[src/rtl/pipe_scoreboard.sv]
// Register scoreboard and hazard unit for the in-order MIPS pipeline: tracks in-flight
// writes from issue to writeback, stalls on load-use, and registers EX forwarding selects.
module pipe_src_match #(
    parameter int AW         = 5,
    parameter int DEPTH      = 3,
    parameter int SW         = 2,
    parameter int LOAD_STAGE = 3,
    parameter int ZERO_REG   = 1
) (
    input  logic [DEPTH:1]         vld,
    input  logic [DEPTH:1][AW-1:0] dest,
    input  logic [DEPTH:1]         load,
    input  logic [AW-1:0]          src,
    input  logic                   used,
    output logic                   haz,
    output logic [SW-1:0]          fwd
);
    logic zero_src;
    assign zero_src = (ZERO_REG != 0) && (src == '0);

    // Walk oldest to youngest so the lowest matching stage has the final say.
    always_comb begin
        haz = 1'b0;
        fwd = '0;
        for (int k = DEPTH; k >= 1; k--) begin
            if (used && !zero_src && vld[k] && dest[k] == src) begin
                haz = load[k] && (k + 1 < LOAD_STAGE);
                fwd = (k < DEPTH) ? SW'(k + 1) : '0;
            end
        end
    end
endmodule

module pipe_scoreboard #(
    parameter int NREG       = 32,
    parameter int AW         = 5,
    parameter int DEPTH      = 3,
    parameter int SW         = 2,
    parameter int LOAD_STAGE = 3,
    parameter int ZERO_REG   = 1,
    parameter int CW         = 16
) (
    input  logic            clock,
    input  logic            reset,
    input  logic            iss_valid,
    input  logic [AW-1:0]   iss_rs,
    input  logic [AW-1:0]   iss_rt,
    input  logic            iss_rs_used,
    input  logic            iss_rt_used,
    input  logic            iss_wr,
    input  logic [AW-1:0]   iss_rd,
    input  logic            iss_load,
    input  logic            flush,
    output logic            stall,
    output logic [SW-1:0]   fwd_rs,
    output logic [SW-1:0]   fwd_rt,
    output logic [NREG-1:0] pending,
    output logic [CW-1:0]   stall_cnt
);
    typedef struct packed {
        logic          vld;
        logic [AW-1:0] dest;
        logic          load;
    } ent_t;

    ent_t [DEPTH:1] pipe;

    logic [DEPTH:1]         p_vld;
    logic [DEPTH:1][AW-1:0] p_dest;
    logic [DEPTH:1]         p_load;
    logic [1:0][AW-1:0]     src;
    logic [1:0]             used;
    logic [1:0]             haz;
    logic [1:0][SW-1:0]     fwd;
    logic                   accept;
    logic                   ins;

    always_comb begin
        for (int k = 1; k <= DEPTH; k++) begin
            p_vld[k]  = pipe[k].vld;
            p_dest[k] = pipe[k].dest;
            p_load[k] = pipe[k].load;
        end
    end

    assign src  = {iss_rt, iss_rs};
    assign used = {iss_rt_used, iss_rs_used};

    genvar g;
    generate
        for (g = 0; g < 2; g++) begin : g_src
            pipe_src_match #(
                .AW(AW), .DEPTH(DEPTH), .SW(SW),
                .LOAD_STAGE(LOAD_STAGE), .ZERO_REG(ZERO_REG)
            ) u_match (
                .vld(p_vld), .dest(p_dest), .load(p_load),
                .src(src[g]), .used(used[g]),
                .haz(haz[g]), .fwd(fwd[g])
            );
        end
    endgenerate

    assign stall  = iss_valid && !flush && (|haz);
    assign accept = iss_valid && !stall && !flush;
    assign ins    = accept && iss_wr && !((ZERO_REG != 0) && iss_rd == '0);

    always_ff @(posedge clock) begin
        if (!reset) begin
            pipe      <= '0;
            fwd_rs    <= '0;
            fwd_rt    <= '0;
            stall_cnt <= '0;
        end else begin
            pipe[1] <= ins ? ent_t'{vld: 1'b1, dest: iss_rd, load: iss_load} : '0;
            // A flush squashes the instruction currently in EX as it moves on.
            for (int k = 2; k <= DEPTH; k++) begin
                pipe[k] <= pipe[k-1];
                if (k == 2 && flush) pipe[k].vld <= 1'b0;
            end
            fwd_rs <= accept ? fwd[0] : '0;
            fwd_rt <= accept ? fwd[1] : '0;
            if (stall && stall_cnt != '1) stall_cnt <= stall_cnt + 1'b1;
        end
    end

    always_comb begin
        pending = '0;
        for (int k = 1; k <= DEPTH; k++)
            if (pipe[k].vld) pending[pipe[k].dest] = 1'b1;
    end
endmodule

[config.mk]
export PLATFORM = sky130hd
export DESIGN_NAME = pipe_scoreboard
export DESIGN_NICKNAME = d
export VERILOG_FILES = /design/src/rtl/pipe_scoreboard.sv
export SDC_FILE = /design/constraint.sdc
export NUM_CORES = 1
export LEC_CHECK = 0
export BUFFER_PORTS_ARGS = -buffer_cell sky130_fd_sc_hd__buf_2
export CAP_MARGIN = 20
export CORE_ASPECT_RATIO = 0.6
export CORE_MARGIN = 1.5
export CORE_UTILIZATION = 30
export DETAILED_ROUTE_END_ITERATION = 16
export GPL_TIMING_DRIVEN = 0
export PLACE_DENSITY = 0.58
export SYNTH_ARGS = -nofsm -noshare
export SYNTH_HDL_FRONTEND = slang
export SYNTH_SLANG_ARGS = --single-unit
[constraint.sdc]
create_clock -name clock -period 5.48 [get_ports clock]
set_input_delay 1.096 -clock clock [delete_from_list [all_inputs] [get_ports clock]]
set_output_delay 1.096 -clock clock [all_outputs]
set_load 0.05 [all_outputs]
==> results.txt, run 1 <==
The met1 layer wirelength in the final routing is 3987 microns. The switching part of the total power is 0.2109. The first-pass iteration count of the detailed router came out at 7. The path class of the tightest hold or removal check is reg -> reg. Counting flops with an async set or reset pin after synthesis yields a share of 0. The maximum frequency from static timing analysis came out at 256.3 MHz. The number of H-tree levels is 2.

Counting the fill cells in the layout gives 874. The standard cell core area came out at around 8000 sq um. The leakage dissipation is ~1.5 nW. After synthesis, the mean cell area works out to ~7.5 sq um. The worst path in the final design needs a cycle of a little under 4 ns, including I/O delays and setup. The worst setup path is launched from an input pin. The worst hold path terminates at stall_cnt[14]$_SDFFE_PN0P_. The routed length on met3 came out at around 670 microns. The max-slew headroom at the worst pin is 0.5016. The remaining global-route overflow came out at 0. The count of cells along the worst hold path is 2.

The number of antenna diodes in the final layout is 0. The die is 121.6 microns wide. The post-route total power came out at ~0.65 mW. The count of hold-fix buffers inserted at cts is 0.

The combined global-route utilization of all metal layers came out at 0.1824. The worst setup path is captured at a primary output. The number of buffers inserted to repair setup after CTS came out at 0. The endpoint identified for the worst register-to-register timing path is stall_cnt[10]$_SDFFE_PN0P_. In the routed layout, each cell is associated on average with a via count of between 5 and 6. The number of global-route vias before repair is between 2000 and 3000. The switching power of the nets came out at 0.1372 mW. The maximum number of buffers from clock root to sink came out at 2. The routed wirelength normalized by instance count is 15.30 microns. The total clock buffers created by CTS came out at 5. The vertical extent of the die came out at around 74 microns.

The remaining antenna violation count after routing is 0. The number of DRC violations after detailed-routing iteration 0 is 310. The share of layout cells above drive strength 1 is 0.2217.

The setup TNS after final layout came out at 0 ns. For the pin with the worst max-slew slack, the measured transition is between 0.7 and 0.8 ns. The count of port buffers added during placement came out at 75. The critical path is of the in -> out type. TritonCTS built the clock tree.

The starting density of the core is 0.3159. The setup clock skew after layout is slightly above 0.007 ns. The flow ran to the end, and the final reports show no timing, DRC or antenna violations. The sequential group share of total power came out at 0.441. The overall die area came out at 9011 sq um. In this run the worst setup path begins at iss_rt[0]. After the last flow step, the layout net total stands at ~450.

The initial antenna violation count came out at 0. The number of sinks driven by the clock tree came out at 39. In this run the worst path has a maximum fanout of 7. For this run, the number of standard cells in the final layout without fillers is 532. The final hold violation count is 0.

In the synthesized netlist, the number of instances is between 300 and 400. Among all flip-flop cells after synthesis, the most frequent one is dfxtp_1. Dividing total power by cell area gives a power density of approximately 200 nW/um^2. The standard-cell row count came out at 25. In this run the clock root is driven by a clkbuf_16. At the end of routability-driven placement, the weighted congestion stood at between 0.8 and 0.9.

The number of distinct library cells after synthesis is 39. After detailed placement, the design holds a cell count of ~520. The worst hold path begins at stall_cnt[14]$_SDFFE_PN0P_. The slack of the worst reg-to-reg path came out at 3.21 ns.

The wire length of the first global-routing pass is about 13000 microns. The synthesized flop and latch total is 39. Of the synthesized area, sequential elements account for 0.3086.

The pin count of the biggest net entering global routing came out at 13. Wire segments on met2 add up to 3394 microns in the final route. After synthesis the cells add up to 2530 sq um.

The clock network fraction of design power came out at 0.497. During I/O placement, the number of pins put on the boundary was 76. Wires add up to just over 8000 microns. The residual DRC count came out at 0. The worst register-to-register path has a depth of 7.

The number of maximum-capacitance constraint violations is 0. The source-to-sink clock delay at the later pin of the worst-skew pair came out at 0.28 ns. The share of the cycle needed by the critical path after routing came out at 0.7120.

From synthesis to final layout, the design area changed by 27.20%. The hold slack came out at 0.4951 ns. At the worst endpoint, the arrival time is 2.81 ns. Signal routing reaches up to met4.

After clock tree synthesis, the clock-pin slew on the worst setup and hold paths is approximately 0.060 ns. The final number of setup-violating endpoints is 0. The startpoint identified for the worst register-to-register timing path is p_dest[1]$_SDFF_PN0_. The total number of vias came out at about 2800.

Setup repair after global routing left no endpoint under its margin. The Yosys step of the flow raised 0 warnings. The internal power of the cells is between 0.5 and 0.6 mW. The post-synth net total is 363.

Post-CTS repair changed the size of 0 cells. At the worst endpoint, the required time is about 4.4 ns. The final-report max-slew violation count is 0. The wire-length estimate of the detail-placed layout is slightly above 6000 microns. Yosys mapped a number of flops with a built-in enable equal to 0. Across the VDD grid, the largest voltage drop is between 0.0001 and 0.00015 V. The share of total power in combinational logic is 0.063.
-- power by group through the flow --
stage | registers [mW] | clock network (mW) | logic [mW]
after floorplan | 0.293 | 0 | 0.0212
after global placement | 0.293 | 0 | 0.0393
after detailed placement | 0.293 | 0 | 0.0398
after CTS | 0.287 | 0.329 | 0.0400
after global routing | 0.287 | 0.342 | 0.0449
final | 0.287 | 0.323 | 0.0408
-- registers in the layout, indices dropped and copies added (netlist names) --
name	cells
p_dest	15
stall_cnt	16
fwd_rs	2
fwd_rt	2
p_load	1
p_vld	3
-- how the worst max path moves through the flow --
stage,end,slack (ns),cells after the start
2_1_floorplan,stall,1.86,5
3_3_place_gp,stall,1.58,7
4_1_cts,stall,1.58,7
5_1_grt,stall,1.45,7
3_5_place_dp,stall,1.58,7
6_report,stall,1.58,7
-- cell families after synthesis --
kind of cell               share of synthesized area
muxes                                       0.003957
DFF                                           0.3086
and+or+nand+nor                               0.3744
adders and majority gates                   0.004945
buffers and inverters                        0.05539
AOI/OAI and AO/OA                             0.1731
xor gates and xnor gates                     0.07962
-- worst max-delay path, stage by stage --
cell and delay (ns):
buf_2 0.12, or4_1 0.50, o21ai_0 0.27, nor3_2 0.15, or2_1 0.25, and3_1 0.19, buf_2 0.21
-- synthesized netlist by cell type (2+ instances only) --
cell / n / area share
nand2_1: 77 / 0.11
or3_1: 11 / 0.027
dfxtp_1: 39 / 0.31
and3_1: 13 / 0.032
or4_1: 2 / 0.0059
a21oi_1: 12 / 0.024
buf_6: 4 / 0.018
nor3b_1: 13 / 0.039
and3b_1: 8 / 0.028
o2111ai_2: 2 / 0.012
xnor2_1: 12 / 0.042
a22oi_1: 30 / 0.089
and2b_1: 2 / 0.0059
o21ai_0: 14 / 0.028
nor3_1: 9 / 0.018
a222oi_1: 2 / 0.0079
xor2_1: 11 / 0.038
clkbuf_1: 13 / 0.019
nor4_1: 2 / 0.0049
inv_1: 8 / 0.012
nor2_1: 16 / 0.024
nand4_1: 3 / 0.0074
and4_1: 3 / 0.010
nand2b_1: 2 / 0.0049
nand3_1: 7 / 0.014
and2_1: 11 / 0.027
-- per-layer routing --
layer | up-vias | GRT usage
li1 | 1363 | -
met1 | 1321 | 0.2668
met2 | 129 | 0.2699
met3 | 12 | 0.04218
met4 | 0 | 0.04575
met5 | - | 0
-- cells in the final DEF (no fill, tap or decap), types with 2 or more instances in the layout --
master,instances
a222oi_1,2
nor3_1,9
clkbuf_1,13
and2_1,11
and3b_1,8
nor4_1,2
and3_1,13
nor2_1,16
inv_1,8
or3_1,11
xor2_1,11
nand4_1,3
nand3_1,7
and4_1,3
xnor2_1,12
buf_2,78
and2b_1,2
a22oi_1,30
nand2b_1,2
buf_6,4
a21oi_1,12
dfxtp_1,39
nor3b_1,13
or4_1,2
o21ai_0,14
nand2_1,77
clkbuf_16,5
o2111ai_2,2
-- stage by stage --
stage	cell area [sq um]	utilization	setup slack, ns
floorplan	2530	-	1.865
detailed placement	3040	0.3797	1.577
global placement	3040	0.3797	1.576
global route	3218	0.4019	1.447
finish	3218	0.4019	1.578
CTS	3203	0.4000	1.575
-- final cells by class --
cell class / count / area, sq um / share of cell area
multi-input cells: 272 / 1609 / 0.5000
flip-flops and latches: 39 / 780.7 / 0.2426
clock buffers: 5 / 125.1 / 0.03888
inverters: 8 / 30.03 / 0.009331
repair buffers: 78 / 390.4 / 0.1213
well taps: 108 / 135.1 / 0.04199
clock inverters: 2 / 37.54 / 0.01166
plain buffers: 20 / 110.1 / 0.03421
Power figures use the tool's default switching activity.
==> run 2: changes to the inputs <==
Settings changed: ABC_AREA set to 1, PLACE_DENSITY 0.58 to 0.59.
Clock period 5.48 ns to 3.4 ns, I/O delays scaled along.
==> run 2 against run 1 <==
Clock skew down 0.0020 ns. Critical endpoint is now pending[17]. Wire length up 27%. Highest routed layer unchanged. First-iteration DRC count up 63%. Count of clock-buffer cells in the layout unchanged.
==> results.txt, run 2 <==
The number of buffers inserted to repair setup after CTS came out at 0 (unchanged). The number of maximum-capacitance constraint violations is 0 (unchanged). The total clock buffers created by CTS came out at 5 (unchanged).

The synthesized flop and latch total was 39 (unchanged). The pin count of the biggest net entering global routing came to 15 (+2). Leaving out fill and tap cells, the most frequent cells in the layout are 160 x nand2_1, 79 x buf_2, 64 x inv_1. The final net count is 612 (+37%).

The worst setup path is captured at a primary output. The initial antenna violation count is 0 (unchanged). The part of the Yosys area used for sequential elements came to 0.2559 (-0.05266). The via-per-instance ratio was 5.011 (-5.6%). STA classifies the critical path startpoint as a register.

The max-slew headroom at the worst pin came out at 0.2898 (-0.2118). The count of flip-flops with a built-in enable after synthesis came out at 0 (unchanged). The total of cells resized after clock tree synthesis was 0 (unchanged). The count of boundary I/O pins came out at 76 (unchanged). The most frequent cell after synthesis is nand2_1. The root buffer cell chosen for the clock tree is clkbuf_16. The portion of synthesized cell area occupied by the leading cell type came out at 0.2559 (-0.05266). Derived from the worst setup path, the maximum achievable clock frequency is 341.0 MHz. The number of flip-flops under the largest register name came out at 16 (unchanged). The total number of vias is 3628 (+28%). The signal on the critical path passes through inv_2 -> nor3_1 -> nand2_1 -> o221ai_1 -> buf_2. The residual DRC count came out at 0 (unchanged). The worst-path maximum fanout is 8 (+1).

The wire length of the first global-routing pass is 16970 microns (+30%). The number of DRC violations after detailed-routing iteration 0 is 505 (+63%). The sequential group share of total power is 0.420 (-0.021). The internal power of the cells is 0.8343 mW (+62%). The worst voltage drop across the vdd grid is 0.0001871 V (+31%). The count of port buffers added during placement came out at 75 (unchanged). The source-to-sink clock delay at the later pin of the worst-skew pair was 0.28 ns (about the same).

The total number of yosys warnings was 0 (unchanged). The sum of net half-perimeters after detailed placement is 8186 microns (+34%). On the critical path, the stage with the largest delay is an instance of nor3_1. The starting density of the core came to 0.3088 (-0.007173). The routed wirelength normalized by instance count is 14.26 microns (-6.8%). The clock-pin slew on the worst setup and hold paths is 0.06 ns (about the same).

After synthesis, the cell types taking the most area are dfxtp_1 26%, nand2_1 20%, inv_1 7.9%. The number of sinks driven by the clock tree was 39 (unchanged). The final period demand of the worst path came out at just under 3 ns. The total inserted antenna cells is 0 (unchanged). The run finished with clean final reports. The cell count after synthesis is 500 (+47%).

Sorting the synthesized cells by how often they occur yields 160 x nand2_1, 64 x inv_1, 41 x nand3_1, 39 x dfxtp_1, 38 x nor3_1. The die span in x came out at 133.2 microns (+9.6%). The maximum number of buffers from clock root to sink is 2 (unchanged). The most flop-heavy register is stall_cnt. The transition time at the pin with the least slew margin is 1.057 ns (+0.3123 ns). The remaining global-route overflow came out at 0 (unchanged). The standard cell core area is 9879 sq um (+23%). The final-report max-slew violation count is 0 (unchanged). The total buffers and inverters traversed by the critical path was 2 (unchanged). The standard-cell row count came to 28 (+12%). The switching part of the total power is 0.2410 (+0.03015). The setup TNS after final layout came to 0 ns (unchanged). The share of layout cells above drive strength 1 came out at 0.2394 (+0.01769). The critical path's largest stage delay was 0.85 ns (+0.35 ns).

The overall die area is 10800 sq um (+20%). TritonCTS built the clock tree. The most used flip-flop cell after synthesis is dfxtp_1. The routability-driven placement congestion ratio is 0.9332 (+8.8%). The number of H-tree levels is 2 (unchanged). The share of flip-flops with an asynchronous set or reset came to 0 (unchanged).

The setup clock skew after layout came to 0.005051 ns (-0.001995 ns). The leakage dissipation came out at 1.806 nW (+19%). The critical path is of the reg -> out type. The hold slack came out at 0.4907 ns (-0.004368 ns). The vertical extent of the die came to 81.11 microns (+9.4%). The number of distinct library cells after synthesis came out at 32 (-18%). The library cell used most frequently in the layout, excluding fill and tap cells, is nand2_1. The share of the cycle needed by the critical path after routing is 0.8624. The share of total power in combinational logic is 0.075 (+0.012).

The remaining antenna violation count after routing is 0 (unchanged). The required time of the critical path came out at 2.72 ns (-1.66 ns). The final number of setup-violating endpoints came out at 0 (unchanged). The combined global-route utilization of all metal layers came to 0.1970 (+0.01459). The count of hold-fix buffers inserted at cts came out at 0 (unchanged). Grouping stages by cell kind, the critical path spends the most delay in simple AND/OR/NAND/NOR gates. The first-pass iteration count of the detailed router is 5 (-2). The number of inserted filler cells in the final layout came out at 1114 (+27%). The critical path data arrival time came out at 2.25 ns (-0.56 ns). The sum of routed wire length over all layers is 10320 microns (+27%).

Compared with the post-synthesis result, the final layout area differs by 24.86%. The clock network fraction of design power was 0.504 (+0.007). The synthesized area per cell came out at 6.101 sq um (-18%). The post-synth net total was 524 (+44%). Setup repair after global routing left no endpoint under its margin. The total power divided by cell area is 288.6 nW/um^2 (+43%). The summed instance area of the synthesized netlist came out at 3050 sq um (+21%). The path class of the tightest hold or removal check is reg -> reg.

The synthesized design spends more area on one cell type than any other, namely dfxtp_1. The switching power of the nets came to 0.2650 mW (+93%). The final hold violation count came out at 0 (unchanged). The number of global-route vias before repair is 3339 (+26%).
run 2: cell count changes in the layout (fill, tap and decap cells not counted), sizes merged, moves of 13 or more:
cell and change:
a22oi -30, and3 -13, inv +63, nand2 +97, nand3 +36, nand4 +22
nor2 +23, nor3 +31, o21ai -13
run 2: worst paths after layout:
kind                                    end  depth (start not counted)                      start  slack (ns)
setup / recovery                pending[17]                          5       p_dest[0]$_SDFF_PN0_        0.47
hold / removal          p_vld[3]$_SDFF_PN0_                          2        p_vld[2]$_SDFF_PP0_        0.49
setup reg to reg  stall_cnt[6]$_SDFFE_PN0P_                          8  stall_cnt[0]$_SDFFE_PN0P_        1.56
hold reg to reg         p_vld[3]$_SDFF_PN0_                          2        p_vld[2]$_SDFF_PP0_        0.49
run 2: layout make-up:
class / instances / area, sq um / area share
buffer: 13 / 86.33 / 0.02267
clock buffer: 5 / 125.1 / 0.03285
clock inverter: 3 / 46.29 / 0.01216
inverter: 71 / 267.8 / 0.07030
multi-input combinational: 377 / 1916 / 0.5030
sequential: 39 / 780.7 / 0.2050
tap: 135 / 168.9 / 0.04435
timing repair buffer: 81 / 417.9 / 0.1097
run 2: power by group through the flow:
| stage | combinational (mW) | clock (mW) | sequential [mW] |
|---|---|---|---|
| floorplan | 0.0475 | 0 | 0.471 |
| global placement | 0.0795 | 0 | 0.472 |
| detailed placement | 0.0807 | 0 | 0.472 |
| CTS | 0.0810 | 0.563 | 0.462 |
| global route | 0.0926 | 0.587 | 0.462 |
| finish | 0.0826 | 0.555 | 0.462 |
run 2: worst register-to-register path, cell delays in order, from the launching register on:
cell and delay (ns):
dfxtp_1 0.45, ha_1 0.29, inv_1 0.10, nor2_4 0.20, nand4_4 0.18, nand4_4 0.18, buf_8 0.17, nand2_2 0.07
a21oi_2 0.12
run 2: cell families (layout without fill, tap and decap cells):
family,Yosys count,after routing,synth area share
and+or+nand+nor,326,326,0.5000
buffers and inverters,84,173,0.1161
DFF,39,39,0.2559
AOI/OAI and AO/OA,34,34,0.07793
xor gates and xnor gates,16,16,0.04594
adders and majority gates,1,1,0.004101
run 2: stage by stage:
stage,utilization,std cells,worst slack (ns),instance area [sq um],power (mW)
6_report,0.3855,724,0.4678,3809,1.099
5_1_grt,0.3855,724,0.2768,3809,1.142
4_1_cts,0.3812,718,0.2825,3766,1.106
3_5_place_dp,0.3639,710,0.5994,3595,0.5530
3_3_place_gp,0.3639,710,0.6986,3595,0.5518
2_1_floorplan,-,500,0.8549,3050,0.5189
run 2: layer usage:
metal  track usage  wire [microns]
met1        0.3074            5106
met2        0.2688            3934
met3       0.04057            1145
met4       0.04565             138
met5             0               0
==> run 3: changes to the inputs <==
Settings changed: PLACE_DENSITY 0.59 to 0.57, SKIP_CTS_REPAIR_TIMING set to 1.
Clock period 3.4 ns to 2.85 ns, I/O delays scaled along.
==> run 3 against run 2 <==
Register-to-register slack worse by 0.57 ns. Core utilization down 0.33 points. Critical path depth did not move.
==> results.txt, run 3 (same netlist as run 2, synthesis figures left out) <==
The number of cells on the worst reg-to-reg path came out at 10 (+2). The total clock buffers created by CTS is 5 (unchanged). The cell count after placement came to 710 (unchanged).

The setup TNS after final layout is 0 ns (unchanged). The final-report max-slew violation count came out at 0 (unchanged). The die span in x is 133.2 microns (unchanged). The starting density of the core came to 0.3088 (unchanged).

The wire length of the first global-routing pass came out at 16950 microns (-0.12%). The area used by sequential logic in the layout is 780.7 sq um (unchanged). The number of standard cells in the layout, taps in and fillers out is 718 (-0.83%). The number of global-route vias before repair is 3251 (-2.6%).

The routed wirelength normalized by instance count came out at 14.83 microns (+4.0%). The most flop-heavy register is stall_cnt. The count of port buffers added during placement came out at 75 (unchanged). The number of H-tree levels came to 2 (unchanged). The sum of net half-perimeters after detailed placement came out at 8361 microns (+2.1%). The combined global-route utilization of all metal layers is 0.1996 (+0.002592). The number of DRC violations after detailed-routing iteration 0 came out at 389 (-23%). Setup repair after global routing left no endpoint under its margin. The pre-CTS worst setup slack is 0.2063 ns (-0.3931 ns).

The total cell area at the placement stage is 3595 sq um (unchanged). The final period demand of the worst path is 2.708 ns. The hold slack was 0.4856 ns (-0.005140 ns).

The worst hold path belongs to the class in -> reg. In the layout the commonest cells are 160 x nand2_1, 80 x buf_2, 64 x inv_1. The total inserted antenna cells came out at 0 (unchanged). The maximum number of buffers from clock root to sink came out at 2 (unchanged).

The setup clock skew after layout is 0.007406 ns (+0.002355 ns). The final number of setup-violating endpoints came out at 0 (unchanged). The standard-cell row count is 28 (unchanged).

The first-pass iteration count of the detailed router is 5 (unchanged). The synthesis-to-layout area growth came out at 23.79%. The number of sinks driven by the clock tree was 39 (unchanged). The total number of vias is 3625 (-0.083%). The worst voltage drop across the vdd grid came to 0.0001877 V (+0.30%).

The remaining antenna violation count after routing is 0 (unchanged). The final design area excluding fillers is 3776 sq um (-0.85%). The critical path is of the reg -> out type. The routability-driven placement congestion ratio is 0.9061 (-2.9%). The worst-path maximum fanout came out at 8 (unchanged). The number of maximum-capacitance constraint violations came out at 0 (unchanged).

The source-to-sink clock delay at the later pin of the worst-skew pair is 0.29 ns (about the same). The initial antenna violation count is 0 (unchanged). The vertical extent of the die is 81.11 microns (unchanged). The max-slew headroom at the worst pin is 0.2624 (-0.02739). The share of layout cells above drive strength 1 is 0.2436 (+0.004179). The count of boundary I/O pins came out at 76 (unchanged).

The sum of routed wire length over all layers was 10650 microns (+3.1%). The total power divided by cell area came to 328.8 nW/um^2 (+14%). The required time of the critical path is 2.28 ns (-0.44 ns). Leaving out fill and tap cells, the most frequent cell in the layout is nand2_1. STA classifies the critical path startpoint as a register.

The remaining global-route overflow came to 0 (unchanged). Clock tree synthesis selected as its root buffer the cell clkbuf_16. The leakage dissipation came out at 1.787 nW (-1.1%). The final hold violation count came out at 0 (unchanged). In the finished design, the share of the clock period the worst path needs comes to 0.9501.

The worst setup path is captured at a primary output. The transition time at the pin with the least slew margin is 1.098 ns (+0.04077 ns). The residual DRC count was 0 (unchanged). The maximum frequency from static timing analysis came out at about 370 MHz. The standard cell core area is 9879 sq um (unchanged). The multi-input logic area is 1936 sq um (+1.0%).

The worst setup margin is 0.1422 ns (-0.3256 ns). The overall die area is 10800 sq um (unchanged). The count of cells along the worst hold path is 2 (unchanged). The final net count is 606 (-0.98%). The pin count of the biggest net entering global routing is 14 (-1).

The number of flip-flops under the largest register name came out at 16 (unchanged). The flow ran to the end, and the final reports show no timing, DRC or antenna violations. The critical path data arrival time is 2.14 ns (-0.11 ns). The via-per-instance ratio came out at 5.049 (+0.75%). TritonCTS built the clock tree. The clock-pin slew on the worst setup and hold paths came out at 0.06 ns (about the same). The number of inserted filler cells in the final layout came out at 1107 (-0.63%).
## run 3: path summary, 6_finish.rpt
| check | from | endpoint | slack [ns] |
|---|---|---|---|
| min | flush | p_vld[2]$_SDFF_PP0_ | 0.49 |
| max reg2reg | stall_cnt[0]$_SDFFE_PN0P_ | stall_cnt[1]$_SDFFE_PN0P_ | 0.99 |
| max | p_dest[9]$_SDFF_PN0_ | pending[30] | 0.14 |
| min reg2reg | p_vld[2]$_SDFF_PP0_ | p_vld[3]$_SDFF_PN0_ | 0.49 |
## run 3: routing by layer
layer  GRT usage  wire (microns)
met1      0.3100            5499
met2      0.2776            4076
met3     0.03995             999
met4     0.04130              72
met5           0               0
## run 3: through the flow
step,total power [mW],util
floorplan,0.6191,-
global placement,0.6588,0.3639
detailed placement,0.6601,0.3639
CTS,1.252,0.3796
global route,1.292,0.3822
finish,1.242,0.3822
## run 3: area by class of cell
class	instances	area share
buffer	10	0.01988
clock buffer	6	0.03678
clock inverter	2	0.004307
inverter	71	0.07091
multi-input combinational	377	0.5126
sequential	39	0.2068
tap	135	0.04473
timing repair buffer	78	0.1040
## run 3: critical path, stage by stage, from the launching register on
cell	delay [ns]
dfxtp_1	0.54
inv_1	0.21
nor3_1	0.38
inv_1	0.14
o221ai_1	0.26
buf_2	0.32
## run 3: where the power goes
group	switching, mW	leakage, nW	internal [mW]
Sequential	0.00468	0.314	0.548
Clock	0.242	0.0731	0.350
Combinational	0.0668	1.40	0.0305
